`src/rtl/mcs_io_bridge.sv`:
```
`default_nettype none
//------------------------------------------------------------------------------
// Module      : mcs_io_bridge
// Description : Bridges the single-cycle IO strobes of a soft CPU (MicroBlaze
//               MCS style) onto a simple local bus of NUM_CH peripheral
//               channels.
//
//               mcs_addr[ADDR_W+2:ADDR_W] selects the channel, and
//               mcs_addr[ADDR_W-1:0] is the local address. The bridge issues
//               a one-cycle req with cs held one-hot. It waits for that
//               channel's rdy, then returns a one-cycle mcs_ready pulse.
//
//               An out-of-range channel completes at once with bus_err.
//
//               Optional macro MCS_IO_BRIDGE_TIMEOUT_EN adds a watchdog. It
//               aborts a transfer after TIMEOUT_CYC cycles without rdy, and
//               the aborted transfer returns all-ones with bus_err.
//
// Ports       : clk, reset             clock, async active-high reset
//               mcs_addr/rd_enable/wr_enable/wr_data/byte_enable  CPU side in
//               mcs_rd_data, mcs_ready CPU side out
//               addr, req, rnw, wr_data, cs   local bus out
//               rd_data, rdy           local bus in (packed per channel)
//               bus_err                error pulse, coincident with mcs_ready
//
// Revision    : 1.0  initial release
//------------------------------------------------------------------------------
module mcs_io_bridge #(
   parameter int NUM_CH      = 4,
   parameter int ADDR_W      = 8,
   parameter int DATA_W      = 8,
   parameter int TIMEOUT_CYC = 255
) (
   input  logic                     clk,
   input  logic                     reset,
   input  logic [31:0]              mcs_addr,
   input  logic                     mcs_rd_enable,
   input  logic                     mcs_wr_enable,
   input  logic [31:0]              mcs_wr_data,
   input  logic [3:0]               mcs_byte_enable,
   output logic [31:0]              mcs_rd_data,
   output logic                     mcs_ready,
   output logic [ADDR_W-1:0]        addr,
   output logic                     req,
   output logic                     rnw,
   output logic [DATA_W-1:0]        wr_data,
   output logic [NUM_CH-1:0]        cs,
   input  logic [NUM_CH*DATA_W-1:0] rd_data,
   input  logic [NUM_CH-1:0]        rdy,
   output logic                     bus_err
);

   typedef enum logic [1:0] {
      S_IDLE = 2'd0,
      S_REQ  = 2'd1,
      S_WAIT = 2'd2,
      S_RESP = 2'd3
   } state_t;

   localparam logic [3:0] c_num_ch = 4'(NUM_CH);

   state_t              r_state;
   state_t              w_state_nxt;

   logic [ADDR_W-1:0]   r_addr;
   logic [DATA_W-1:0]   r_wr_data;
   logic                r_rnw;
   logic [NUM_CH-1:0]   r_cs;
   logic                r_err;
   logic [31:0]         r_rd_data;

   logic                w_strobe;
   logic [2:0]          w_sel;
   logic                w_in_range;
   logic [NUM_CH-1:0]   w_cs_dec;
   logic                w_hit;
   logic [DATA_W-1:0]   w_sel_data;
   logic                w_timeout;
   logic                w_unused_ok;

   // Byte enables and the address/data bits above the decoded fields carry
   // no meaning here.
   assign w_unused_ok = ^{mcs_byte_enable, mcs_addr, mcs_wr_data};

   assign w_strobe   = mcs_rd_enable | mcs_wr_enable;
   assign w_sel      = mcs_addr[ADDR_W+2:ADDR_W];
   assign w_in_range = ({1'b0, w_sel} < c_num_ch);

   always_comb begin
      w_cs_dec = '0;
      for (int k = 0; k < NUM_CH; k++) begin
         w_cs_dec[k] = (w_sel == 3'(k));
      end
   end

   // The registered one-hot cs acts as the selection mask. Other channels'
   // rdy and rd_data therefore never reach the response path.
   assign w_hit = |(rdy & r_cs);

   always_comb begin
      w_sel_data = '0;
      for (int k = 0; k < NUM_CH; k++) begin
         if (r_cs[k]) begin
            w_sel_data = w_sel_data | rd_data[k*DATA_W +: DATA_W];
         end
      end
   end

`ifdef MCS_IO_BRIDGE_TIMEOUT_EN
   localparam int c_tmo_w = (TIMEOUT_CYC < 1) ? 1 : $clog2(TIMEOUT_CYC + 1);
   localparam logic [c_tmo_w-1:0] c_tmo_max = c_tmo_w'(TIMEOUT_CYC);

   logic [c_tmo_w-1:0] r_tmo_cnt;

   // REQ is only ever entered from IDLE, so the count is cleared whenever
   // IDLE is occupied.
   always_ff @(posedge clk or posedge reset) begin
      if (reset) begin
         r_tmo_cnt <= '0;
      end else if (r_state == S_IDLE) begin
         r_tmo_cnt <= '0;
      end else if ((r_state == S_REQ || r_state == S_WAIT) && !w_timeout) begin
         r_tmo_cnt <= r_tmo_cnt + c_tmo_w'(1);
      end
   end

   assign w_timeout = (r_tmo_cnt == c_tmo_max);
`else
   localparam int c_unused_tmo = TIMEOUT_CYC;
   assign w_timeout = 1'b0;
`endif

   // State register
   always_ff @(posedge clk or posedge reset) begin
      if (reset) begin
         r_state <= S_IDLE;
      end else begin
         r_state <= w_state_nxt;
      end
   end

   // Next-state logic
   always_comb begin
      w_state_nxt = r_state;
      case (r_state)
         S_IDLE: begin
            if (w_strobe) begin
               w_state_nxt = w_in_range ? S_REQ : S_RESP;
            end
         end
         S_REQ, S_WAIT: begin
            if (w_hit || w_timeout) begin
               w_state_nxt = S_RESP;
            end else begin
               w_state_nxt = S_WAIT;
            end
         end
         S_RESP: begin
            w_state_nxt = S_IDLE;
         end
         default: begin
            w_state_nxt = S_IDLE;
         end
      endcase
   end

   // Transfer datapath. Everything is captured at the strobe and held
   // until RESP is left. The response word is written only on the edge
   // entering RESP, so mcs_rd_data holds between completions.
   always_ff @(posedge clk or posedge reset) begin
      if (reset) begin
         r_addr    <= '0;
         r_wr_data <= '0;
         r_rnw     <= 1'b0;
         r_cs      <= '0;
         r_err     <= 1'b0;
         r_rd_data <= '0;
      end else begin
         case (r_state)
            S_IDLE: begin
               if (w_strobe) begin
                  r_addr    <= mcs_addr[ADDR_W-1:0];
                  r_wr_data <= mcs_wr_data[DATA_W-1:0];
                  // A write wins when both strobes coincide.
                  r_rnw     <= ~mcs_wr_enable;
                  r_cs      <= w_in_range ? w_cs_dec : '0;
                  r_err     <= ~w_in_range;
                  if (!w_in_range) begin
                     r_rd_data <= '0;
                  end
               end
            end
            S_REQ, S_WAIT: begin
               if (w_hit) begin
                  r_rd_data <= r_rnw ? 32'(w_sel_data) : 32'd0;
               end else if (w_timeout) begin
                  r_rd_data <= 32'hFFFF_FFFF;
                  r_err     <= 1'b1;
               end
            end
            S_RESP: begin
               r_cs <= '0;
            end
            default: begin
               r_cs <= '0;
            end
         endcase
      end
   end

   assign mcs_ready   = (r_state == S_RESP);
   assign bus_err     = (r_state == S_RESP) & r_err;
   assign req         = (r_state == S_REQ);
   assign mcs_rd_data = r_rd_data;
   assign addr        = r_addr;
   assign rnw         = r_rnw;
   assign wr_data     = r_wr_data;
   assign cs          = r_cs;

endmodule
`default_nettype wire

```
`config.mk`:
```
export PLATFORM = sky130hd
export DESIGN_NAME = mcs_io_bridge
export DESIGN_NICKNAME = d
export VERILOG_FILES = /design/src/rtl/mcs_io_bridge.sv
export SDC_FILE = /design/constraint.sdc
export NUM_CORES = 1
export LEC_CHECK = 0
export CAP_MARGIN = 5
export CORE_ASPECT_RATIO = 0.7
export CORE_UTILIZATION = 25
export CTS_CLUSTER_DIAMETER = 30
export DETAILED_ROUTE_END_ITERATION = 7
export PLACE_DENSITY = 0.8
export SLEW_MARGIN = 20
export SYNTH_ARGS = -nofsm -noshare
export SYNTH_HDL_FRONTEND = slang
export SYNTH_SLANG_ARGS = --single-unit
```
`constraint.sdc`:
```
create_clock -name clk -period 2.1 [get_ports clk]
set_input_delay 0.315 -clock clk [delete_from_list [all_inputs] [get_ports clk]]
set_output_delay 0.315 -clock clk [all_outputs]
set_load 0.05 [all_outputs]
```
==> summary.txt <==
Outcome
  • Status: finished, final reports clean

GRT
  • Grt total ovfl: 0
  • Initial antenna violation count: 0
  • Pin count of the biggest net entering global routing: 20
  • GR Layer Usage met1: 13.62%
  • All-Layer GR Usage: 12.72%
  • Met2 Track Usage GR: 23.36%
  • Vias in the first global route: 1494
  • Gr busiest metal: met2
  • First-pass GRT wire length: 7010 um
  • Met3 usage: 5.171%

Synthesis
  • Yosys top cell area share: 46.58%
  • Top FF cell, synth: dfrtp_1
  • Most frequent cell after synthesis: dfrtp_1
  • Post-synth ARST share: 100.0%
  • Cells after synthesis: 146
  • Mean Syn Cell Area: 11.77 um2
  • Largest area contributor in the netlist: dfrtp_1
  • Syn. warnings: 0
  • Synth top cells by count: 32 x dfrtp_1, 28 x mux2_2, 24 x buf_4
  • Sequential area share after synthesis: 46.58%
  • Synth cell types: 26
  • Post-Syn Area: 1719 um2
  • Largest cells by area after synthesis: dfrtp_1 47%, mux2_2 18%, buf_4 10%, a22oi_1 7.0%, a21oi_1 2.6%
  • Number of synthesized flops with an enable pin: 0
  • #FFs+latches synth: 32

Worst setup path
  • Crit Path Max Fanout: 8
  • Setup Crit Path Kind: reg -> reg
  • Arrival @ worst endpoint: 2.06 ns
  • Worst path required time: 2.25 ns
  • Slowest-stage cell, CP: dfrtp_1
  • Top Family by Delay on Critical Path: flip-flops
  • CP bufs+invs: 1
  • Crit end category: flop
  • Critical path's largest stage delay: 0.40 ns
  • Cells along the critical path: inv_1 > ha_1 > nand2b_1 > a32oi_4 > mux2_2
  • CP Launch Type: flop

Clock network
  • TritonCTS clock tree: yes
  • Post_cts resized: 0
  • Clock slew at reported path FFs: 0.07 ns
  • CTS Sinks: 32
  • CTS Buffer Depth: 2
  • Htree depth: 2
  • Post-CTS setup repair buffer count: 0
  • Worst-Skew Late Latency: 0.28 ns
  • # hold bufs at CTS: 0
  • CTS root buf: clkbuf_8
  • TritonCTS buffer count: 5

STA
  • Max_slew headroom: 60.69%
  • Final min period: 1.905 ns
  • Final hold violation count: 0
  • Unrepaired setup endpoints after global routing: no
  • Worst Skew: 0.007797 ns
  • Fmax: 524.9 MHz
  • Worst-Margin Slew: 0.5896 ns
  • Post-route clock period utilization: 90.72%
  • Slew Limit Fails: 0
  • Setup violations, final: 0

Detailed routing
  • DRC Markers: 0
  • Drt first pass iters: 4
  • Vias per cell: 4.296
  • Vias: 1452
  • DR WL/cell: 13.32 um
  • Detailed-route wire length: 4503 um
  • Antenna Violating Nets Remaining: 0
  • Initial detailed-routing violation count: 61

Worst hold path
  • Hold Path Class: in -> async

Floorplanning
  • Boundary pin count: 164
  • Die W: 101.1 um
  • Starting Density: 26.75%
  • Die H: 71.38 um
  • Row count: 24
  • Core ar.: 6426 um2
  • DIE AREA: 7218 um2

Power
  • P_leak: 1.195 nW
  • P per Cell Area: 1706 nW/um2
  • Maximum vdd ir drop: 0.0007803 V
  • Total Power: 4.742 mW

Placed design
  • DP HPWL: 3537 um
  • GP Congestion: 0.7314
  • # port buffers: 90

Cells and area
  • Nets: 357
  • # diodes: 0
  • Util after Layout: 43.26%
  • Share of cells above drive strength 1: 22.27%
  • Area grow syn2layout: 61.72%

Job
  • MaxCap Viol Count: 0
==> worst min-delay path, cell delays in order <==
cell,delay [ns]
clkdlybuf4s50_1,0.39
inv_1,0.06
buf_4,0.23
==> final cells by class <==
cell class              instances  area [um2]
clock buffers                   6       72.57
flip-flops and latches         32       800.8
inverters                       4       15.01
fillers                       624        3646
multi-input cells             104       787.0
well taps                      91       113.9
repair buffers                 99       955.9
clock inverters                 2       35.03
==> placed cells by master, fill, tap and decap left out, types with 2 or more instances in the layout <==
cell type,n
clkbuf_8,5
ha_1,3
a21oi_1,9
inv_1,4
buf_4,15
conb_1,24
o21ai_2,2
mux2_2,28
nor2_1,2
o21ai_0,2
clkdlybuf4s50_1,83
a22oi_1,16
nand2_1,5
nor4b_1,2
dfrtp_1,32
==> state kept, by name, summed over array words and instances (netlist names) <==
| signal | cells |
|---|---|
| addr | 8 |
| cs | 4 |
| mcs_rd_data | 8 |
| r_err | 1 |
| r_state | 2 |
| rnw | 1 |
| wr_data | 8 |
==> routing by layer <==
layer / routed length, um / up-vias
met4: 13 / 0
li1: - / 678
met5: 0 / -
met3: 433 / 4
met1: 1902 / 701
met2: 2154 / 69
==> final timing paths <==
kind	startpoint	slack (ns)	cells after the start	endpoint
max	r_state[0]	0.19	5	mcs_rd_data[7]
min	reset	0.36	3	addr[1]
max reg2reg	r_state[0]	0.19	5	mcs_rd_data[7]
min reg2reg	r_err	0.49	2	r_err
max in group asynchronous	reset	1.54	3	mcs_rd_data[6]
min in group clk	r_err	0.49	2	r_err
==> cells by family after synthesis <==
kind of cell	Yosys count	share of synthesized area, %
other cells	1	0.2181
buf+inv	33	13.54
mux	29	18.92
simple gates	15	5.096
fa+ha+maj	3	2.184
compound gates	33	13.46
flops	32	46.58
==> stage by stage <==
step | std cells | worst slack, ns | area (um2) | TNS [ns] | hold WS, ns
after global routing | 338 | 0.06993 | 2780 | 0 | 0.3951
after floorplan | 169 | 0.2283 | 1805 | 0 | 0.4267
final | 338 | 0.1950 | 2780 | 0 | 0.3556
after global placement | 330 | 0.02653 | 2655 | 0 | 0.4560
after CTS | 338 | 0.06522 | 2763 | 0 | 0.3580
after detailed placement | 330 | -0.00003619 | 2655 | -0.00003619 | 0.4766
==> report_power, final <==
group / total, mW / internal (mW) / switching [mW] / leakage (nW)
Clock: 0.581 / 0.352 / 0.229 / 0.0552
Sequential: 1.09 / 0.927 / 0.160 / 0.401
Combinational: 3.07 / 1.17 / 1.91 / 0.739
Power figures use the tool's default switching activity.
